[src/rtl/video_pkg.sv]
// -----------------------------------------------------------------------------
// video_pkg
// Shared definitions for the video DMA feeder: target encodings, MMIO register
// indices, target sizes, the transfer FSM state type and the destination
// offset wrap helper.
// -----------------------------------------------------------------------------
package video_pkg;

    // Destination target encodings (DST register bits [1:0]).
    localparam logic [1:0] TGT_TATTR   = 2'd0;
    localparam logic [1:0] TGT_TDATA   = 2'd1;
    localparam logic [1:0] TGT_PAL     = 2'd2;
    localparam logic [1:0] TGT_INVALID = 2'd3;

    // MMIO register indices.
    localparam logic [1:0] REG_SRC  = 2'd0;
    localparam logic [1:0] REG_DST  = 2'd1;
    localparam logic [1:0] REG_LEN  = 2'd2;
    localparam logic [1:0] REG_CTRL = 2'd3;

    // Target sizes in target units (bytes, halfwords, palette entries).
    localparam int TATTR_SIZE = 512;
    localparam int TDATA_SIZE = 128;
    localparam int PAL_SIZE   = 16;

    // Width of the destination offset field (DST bits [17:8]).
    localparam int OFF_W = 10;

    typedef enum logic [1:0] {
        ST_IDLE    = 2'd0,
        ST_WAIT_VB = 2'd1,
        ST_FETCH   = 2'd2,
        ST_UNPACK  = 2'd3
    } dma_state_t;

    // Destination offset after one write, wrapped to the size of the target.
    function automatic logic [OFF_W-1:0] next_offset(input logic [1:0] tgt,
                                                     input logic [OFF_W-1:0] off);
        logic [OFF_W-1:0] inc;
        inc = off + OFF_W'(1);
        case (tgt)
            TGT_TATTR: return inc & OFF_W'(TATTR_SIZE - 1);
            TGT_TDATA: return inc & OFF_W'(TDATA_SIZE - 1);
            default:   return inc & OFF_W'(PAL_SIZE - 1);
        endcase
    endfunction

endpackage

[src/rtl/video_dma_unpack.sv]
// -----------------------------------------------------------------------------
// video_dma_unpack
// Splits a latched 32-bit memory word into per-lane write data for the three
// video targets, little-endian lane order.
// Ports:
//   i_word  latched memory word
//   i_tgt   target encoding (tattr / tdata / palette)
//   i_lane  lane index within the word (0..3 for tattr, 0..1 otherwise)
//   o_byte  tile-attribute byte for this lane
//   o_half  tile-data halfword for this lane
//   o_pal   12-bit palette colour for this lane
//   o_last  this lane is the final one of the word for the given target
// -----------------------------------------------------------------------------
module video_dma_unpack
    import video_pkg::*;
(
    input  logic [31:0] i_word,
    input  logic [1:0]  i_tgt,
    input  logic [1:0]  i_lane,
    output logic [7:0]  o_byte,
    output logic [15:0] o_half,
    output logic [11:0] o_pal,
    output logic        o_last
);

    logic [7:0] w_bytes [4];

    genvar gi;
    generate
        for (gi = 0; gi < 4; gi++) begin : g_byte
            assign w_bytes[gi] = i_word[gi*8 +: 8];
        end
    endgenerate

    assign o_byte = w_bytes[i_lane];
    assign o_half = i_lane[0] ? i_word[31:16] : i_word[15:0];
    // Palette entries sit in the low 12 bits of each halfword.
    assign o_pal  = i_lane[0] ? i_word[27:16] : i_word[11:0];
    assign o_last = (i_tgt == TGT_TATTR) ? (i_lane == 2'd3) : i_lane[0];

endmodule

[src/rtl/video_dma.sv]
// -----------------------------------------------------------------------------
// video_dma
// CPU-programmed copier from system memory into the tile video unit's
// tile-attribute RAM, tile-data RAM or palette. One word is fetched per
// memory handshake and unpacked one target write per cycle.
//
// Optional build macro: VIDEO_DMA_VBLANK_WAIT_EN
//   defined   - a valid start waits in WAIT_VB until vblank is high.
//   undefined - transfers begin immediately; vblank is ignored.
//
// Ports:
//   clk, rst                        clock, synchronous active-high reset
//   cfg_addr/wdata/wenable/rdata    MMIO window (SRC, DST, LEN, CTRL)
//   vblank                          vertical blanking indicator
//   mem_req/addr/ack/rdata          memory read port (req held until ack)
//   tattr_addr/wdata/wenable        tile-attribute write port
//   tdata_addr/wdata/wenable        tile-data write port (byte enables)
//   pal_addr/wdata/wenable          palette write port
//   busy                            transfer in progress
// -----------------------------------------------------------------------------
module video_dma
    import video_pkg::*;
#(
    parameter int ADDR_WIDTH = 32,
    parameter int LEN_WIDTH  = 10,
    parameter int TATTR_AW   = 9,
    parameter int TDATA_AW   = 8
) (
    input  logic                  clk,
    input  logic                  rst,
    input  logic [1:0]            cfg_addr,
    input  logic [31:0]           cfg_wdata,
    input  logic                  cfg_wenable,
    output logic [31:0]           cfg_rdata,
    input  logic                  vblank,
    output logic                  mem_req,
    output logic [ADDR_WIDTH-1:0] mem_addr,
    input  logic                  mem_ack,
    input  logic [31:0]           mem_rdata,
    output logic [TATTR_AW-1:0]   tattr_addr,
    output logic [7:0]            tattr_wdata,
    output logic                  tattr_wenable,
    output logic [TDATA_AW-1:0]   tdata_addr,
    output logic [15:0]           tdata_wdata,
    output logic [1:0]            tdata_wenable,
    output logic [3:0]            pal_addr,
    output logic [11:0]           pal_wdata,
    output logic                  pal_wenable,
    output logic                  busy
);

    dma_state_t            r_state;
    logic [ADDR_WIDTH-1:0] r_src;
    logic [1:0]            r_tgt;
    logic [OFF_W-1:0]      r_off;
    logic [LEN_WIDTH-1:0]  r_len;
    logic [31:0]           r_word;
    logic [1:0]            r_lane;
    logic                  r_mem_req;
    logic                  r_busy;
    logic                  r_done;
    logic                  r_error;

    logic                  w_start;
    logic                  w_cfg_ok;
    logic                  w_unpack;
    logic [7:0]            w_byte;
    logic [15:0]           w_half;
    logic [11:0]           w_pal;
    logic                  w_last;

`ifndef VIDEO_DMA_VBLANK_WAIT_EN
    // vblank has no function in this build.
    logic w_unused_vblank;
    assign w_unused_vblank = vblank;
`endif

    // Config registers are frozen while a transfer owns them.
    assign w_cfg_ok = cfg_wenable && (r_state == ST_IDLE);
    assign w_start  = w_cfg_ok && (cfg_addr == REG_CTRL) && cfg_wdata[0];
    assign w_unpack = (r_state == ST_UNPACK);

    video_dma_unpack u_unpack (
        .i_word (r_word),
        .i_tgt  (r_tgt),
        .i_lane (r_lane),
        .o_byte (w_byte),
        .o_half (w_half),
        .o_pal  (w_pal),
        .o_last (w_last)
    );

    always_ff @(posedge clk) begin
        if (rst) begin
            r_state   <= ST_IDLE;
            r_src     <= '0;
            r_tgt     <= '0;
            r_off     <= '0;
            r_len     <= '0;
            r_word    <= '0;
            r_lane    <= '0;
            r_mem_req <= 1'b0;
            r_busy    <= 1'b0;
            r_done    <= 1'b0;
            r_error   <= 1'b0;
        end else begin
            if (w_cfg_ok) begin
                case (cfg_addr)
                    REG_SRC: r_src <= {cfg_wdata[ADDR_WIDTH-1:2], 2'b00};
                    REG_DST: begin
                        r_tgt <= cfg_wdata[1:0];
                        r_off <= cfg_wdata[17:8];
                    end
                    REG_LEN: r_len <= cfg_wdata[LEN_WIDTH-1:0];
                    default: ;
                endcase
            end

            case (r_state)
                ST_IDLE: begin
                    if (w_start) begin
                        r_done  <= 1'b0;
                        r_error <= 1'b0;
                        if (r_tgt == TGT_INVALID) begin
                            r_error <= 1'b1;
                            r_done  <= 1'b1;
                        end else if (r_len == '0) begin
                            r_done <= 1'b1;
                        end else begin
                            r_busy <= 1'b1;
`ifdef VIDEO_DMA_VBLANK_WAIT_EN
                            r_state <= ST_WAIT_VB;
`else
                            r_state   <= ST_FETCH;
                            r_mem_req <= 1'b1;
`endif
                        end
                    end
                end

                ST_WAIT_VB: begin
                    if (vblank) begin
                        r_state   <= ST_FETCH;
                        r_mem_req <= 1'b1;
                    end
                end

                ST_FETCH: begin
                    if (mem_ack) begin
                        r_word    <= mem_rdata;
                        r_src     <= r_src + ADDR_WIDTH'(4);
                        r_lane    <= 2'd0;
                        r_mem_req <= 1'b0;
                        r_state   <= ST_UNPACK;
                    end
                end

                ST_UNPACK: begin
                    r_off <= next_offset(r_tgt, r_off);
                    r_len <= r_len - LEN_WIDTH'(1);
                    if (r_len == LEN_WIDTH'(1)) begin
                        // Final unit written; any remaining lanes are dropped.
                        r_done  <= 1'b1;
                        r_busy  <= 1'b0;
                        r_state <= ST_IDLE;
                    end else if (w_last) begin
                        r_state   <= ST_FETCH;
                        r_mem_req <= 1'b1;
                    end else begin
                        r_lane <= r_lane + 2'd1;
                    end
                end

                default: r_state <= ST_IDLE;
            endcase
        end
    end

    always_comb begin
        cfg_rdata = '0;
        case (cfg_addr)
            REG_SRC:  cfg_rdata = 32'(r_src);
            REG_DST:  cfg_rdata = {14'b0, r_off, 6'b0, r_tgt};
            REG_LEN:  cfg_rdata = 32'(r_len);
            default:  cfg_rdata = {29'b0, r_error, r_done, r_busy};
        endcase
    end

    assign mem_req  = r_mem_req;
    assign mem_addr = r_src;
    assign busy     = r_busy;

    assign tattr_addr    = r_off[TATTR_AW-1:0];
    assign tattr_wdata   = w_byte;
    assign tattr_wenable = w_unpack && (r_tgt == TGT_TATTR);

    assign tdata_addr    = {r_off[TDATA_AW-2:0], 1'b0};
    assign tdata_wdata   = w_half;
    assign tdata_wenable = {2{w_unpack && (r_tgt == TGT_TDATA)}};

    assign pal_addr    = r_off[3:0];
    assign pal_wdata   = w_pal;
    assign pal_wenable = w_unpack && (r_tgt == TGT_PAL);

endmodule

[config.mk]
export PLATFORM = sky130hd
export DESIGN_NAME = video_dma
export DESIGN_NICKNAME = d
export VERILOG_FILES = /design/src/rtl/video_pkg.sv /design/src/rtl/video_dma_unpack.sv /design/src/rtl/video_dma.sv
export SDC_FILE = /design/constraint.sdc
export NUM_CORES = 1
export LEC_CHECK = 0
export BUFFER_PORTS_ARGS = -buffer_cell sky130_fd_sc_hd__buf_2
export CAP_MARGIN = 20
export CORE_AREA = 2 2 152 94
export DETAILED_ROUTE_END_ITERATION = 10
export DIE_AREA = 0 0 154 96
export GPL_ROUTABILITY_DRIVEN = 0
export PLACE_DENSITY = 0.73
export SLEW_MARGIN = 10
export SYNTH_ARGS = -nofsm -noshare
export SYNTH_HDL_FRONTEND = slang
export SYNTH_HIERARCHICAL = 1
export SYNTH_SLANG_ARGS = --single-unit
export TNS_END_PERCENT = 10
[constraint.sdc]
create_clock -name clk -period 1.8 [get_ports clk]
set_clock_uncertainty 0.1 [all_clocks]
set_input_delay 0.36 -clock clk [delete_from_list [all_inputs] [get_ports clk]]
set_output_delay 0.36 -clock clk [all_outputs]
set_load 0.05 [all_outputs]
==> out/metrics.csv <==
metric;value;unit
status;finished, violations left;
violations in the final reports;setup timing;
first-pass GRT wire length;28700;um
CP startpoint kind;flip-flop;
WL/cell;17.3;um
Tmin final;2.00;ns
reg2reg end;mem_addr[7];
cell accounting for the most synthesized area;dfxtp_1;
CTS tree;built;
layout cells sized above 1;42.8;%
critical path arrival;1.54;ns
Die W;154;um
Max Cap Viol;0;
total global-route track usage;24.7;%
root buffer cell;clkbuf_16;
Design Area, Final;0.00794;mm^2
largest net degree at the start of global routing;44;
switching share of power;30.9;%
cts bufs inserted;9;
FMAX;501;MHz
hold slack;0.153;ns
Crit Reg-Reg Startpoint;r_state[0];
Seq/Total Area, Yosys;32.5;%
min-delay src;mem_rdata[3];
die height;96;um
critical path class;reg2out;
row count;33;
R2R depth;4;
fill cell count;1228;
worst setup margin;-0.195;ns
cells taking the most area after synthesis;dfxtp_1, nand2_1, a21oi_1;
clock power share;36.7;%
Synth top area share;32.5;%
Seq cells post-synth;94;
synthesis-to-finish area growth;37.2;%
commonest non-fill, non-tap cell in the layout;buf_2;
CTS clock-pin slew for the worst setup and hold paths;0.07;ns
Avg Cell Area, Syn;8.03;um^2
Worst R2R Setup Slack;0.04;ns
placed insts;1082;
hold worst-path end;r_word[3];
Slew Limit Fails;0;
post-CTS setup buffers;0;
synth unique cells;61;
pwr dens;666;mW/mm^2
worst path required time;1.34;ns
core area;0.0134;mm^2
# IOs;198;
Worst Hold Path Cells;3;
initial antenna violation count;0;
CP max FO;8;
die area;0.0148;mm^2
Flop pwr share;42.4;%
ANT cells;0;
FFs w/ async S/R, synth;0;%
Iteration-0 DRC Markers;465;
clk_lat worst skew;0.33;ns
pre-CTS setup slack;-0.374;ns
fin nets;993;
slew margin rel.;56.3;%
Main synth FF type;dfxtp_1;
combinational fraction of design power;20.9;%
worst hold path class;in2reg;
commonest non-fill, non-tap cells in the layout;buf_2, nand2_1, a21oi_1;
final setup vio count;42;
NetSw;0.00164;W
routed via count;6118;
DRC viols;0;
Final Hold Fails;0;
CTS Hold Bufs;0;
antenna-violating nets left;0;
initial core utilization;43.1;%
# clock sinks;94;
Max VDD drop;0.410;mV
Synth Instances;721;
TritonRoute pass-1 iters;4;
yosys warns;6;
Netlist Area Pre-Place;0.00579;mm^2
H-tree level count;3;
RSZ-0062 raised after global routing;true;
port buffer count;196;
crit end category;output port;
Overflow after GRT;0;
internal portion of total power;0.00365;W
P_leak;3.31;nW
Power, Total;0.00528;W
vias in the first global route;5362;
Placed Area;0.00722;mm^2
fin crit share;111;%
syn nets;796;
Layout Cells excl Fill;1098;
CTS Buffer Depth;2;
Worst Tran Pin Value;0.655;ns
post-DR vias/cell;5.57;
Post-synth EDFFs;0;
drt total wl;18900;um
hpwl dp;13800;um
flip-flops by register name (all words and copies together), names as in the netlist:
name,count
busy,1
mem_addr,32
mem_req,1
r_done,1
r_error,1
r_lane,2
r_len,10
r_off,10
r_state,2
r_tgt,2
r_word,32
synthesized netlist by cell type (3+ instances only):
cell type / count
a211oi_1: 8
a21boi_0: 8
a21oi_1: 84
a22o_1: 4
a22oi_1: 6
a311oi_1: 3
a31oi_1: 22
a32oi_1: 5
and2_1: 18
and2_2: 3
and4_1: 7
buf_1: 3
buf_2: 12
buf_4: 37
buf_6: 6
clkbuf_1: 26
clkbuf_8: 4
dfxtp_1: 94
ha_1: 4
inv_1: 10
mux2_2: 18
mux2i_1: 19
mux4_2: 10
nand2_1: 115
nand3_1: 18
nand4_1: 7
nand4_4: 3
nor2_1: 47
nor3_1: 24
nor3b_1: 7
nor4_1: 6
o211ai_1: 6
o21ai_0: 28
o311ai_0: 3
or3_1: 3
or4_1: 3
xnor2_1: 10
layer usage:
layer	track usage [%]	up-vias	share of wire (%)
met5	0	-	0
met3	6.75	14	9.8
met1	36.1	2862	47
met2	36.0	291	43
li1	-	2951	-
met4	5.30	0	0.79
worst max-delay path, cell delays in order (launching register included):
cell and delay [ns]:
dfxtp_2 0.35, buf_12 0.15, mux4_2 0.52, buf_6 0.17
power groups by stage:
stage                     Sequential (W)  Clock (W)  Combinational (W)
after floorplan                  0.00239          0           0.000613
after global placement           0.00228          0            0.00104
after detailed placement         0.00228          0            0.00105
after CTS                        0.00224    0.00197            0.00108
after global routing             0.00225    0.00206            0.00117
final                            0.00224    0.00194            0.00110
how the worst max path moves through the flow:
| stage | from | end | depth (start not counted) |
|---|---|---|---|
| final | r_lane[1] | tattr_wdata[5] | 3 |
| after global routing | r_lane[1] | tattr_wdata[5] | 3 |
| after CTS | r_lane[1] | tattr_wdata[5] | 3 |
| after detailed placement | cfg_addr[0] | mem_addr[21] | 6 |
| after global placement | cfg_addr[0] | mem_addr[21] | 6 |
| after floorplan | r_state[1] | tdata_wenable[1] | 5 |
repair_timing:
action / in CTS / in global routing
gates resized for setup: 110 / 23
setup endpoints to repair: 64 / 80
pin swaps: 0 / 0
layout make-up:
type                       count  area, um^2  share of cell area (%)
clock inverter                 6        61.3                   0.772
sequential                    94        1920                    24.2
timing repair buffer         276        1930                    24.3
clock buffer                  10         239                    3.01
inverter                      10        37.5                   0.473
multi-input combinational    527        3530                    44.4
tap                          175         219                    2.76
logic make-up after synthesis:
family / count (synthesis) / share of synthesized area (%)
and+or+nand+nor: 277 / 24.0
AOI/OAI and AO/OA: 187 / 19.5
buffers and inverters: 100 / 10.7
DFF: 94 / 32.5
muxes: 47 / 10.7
xor gates and xnor gates: 11 / 1.66
adders and majority gates: 4 / 0.865
other: 1 / 0.0648
metrics by stage:
step	utilization, %	setup TNS (ns)
global route	59.2	-5.67
CTS	58.6	-3.49
detailed placement	53.8	-4.42
floorplan	-	-1.56
global placement	53.8	-3.75
finish	59.2	-3.14
No activity file was read; power rests on OpenSTA's default activity.
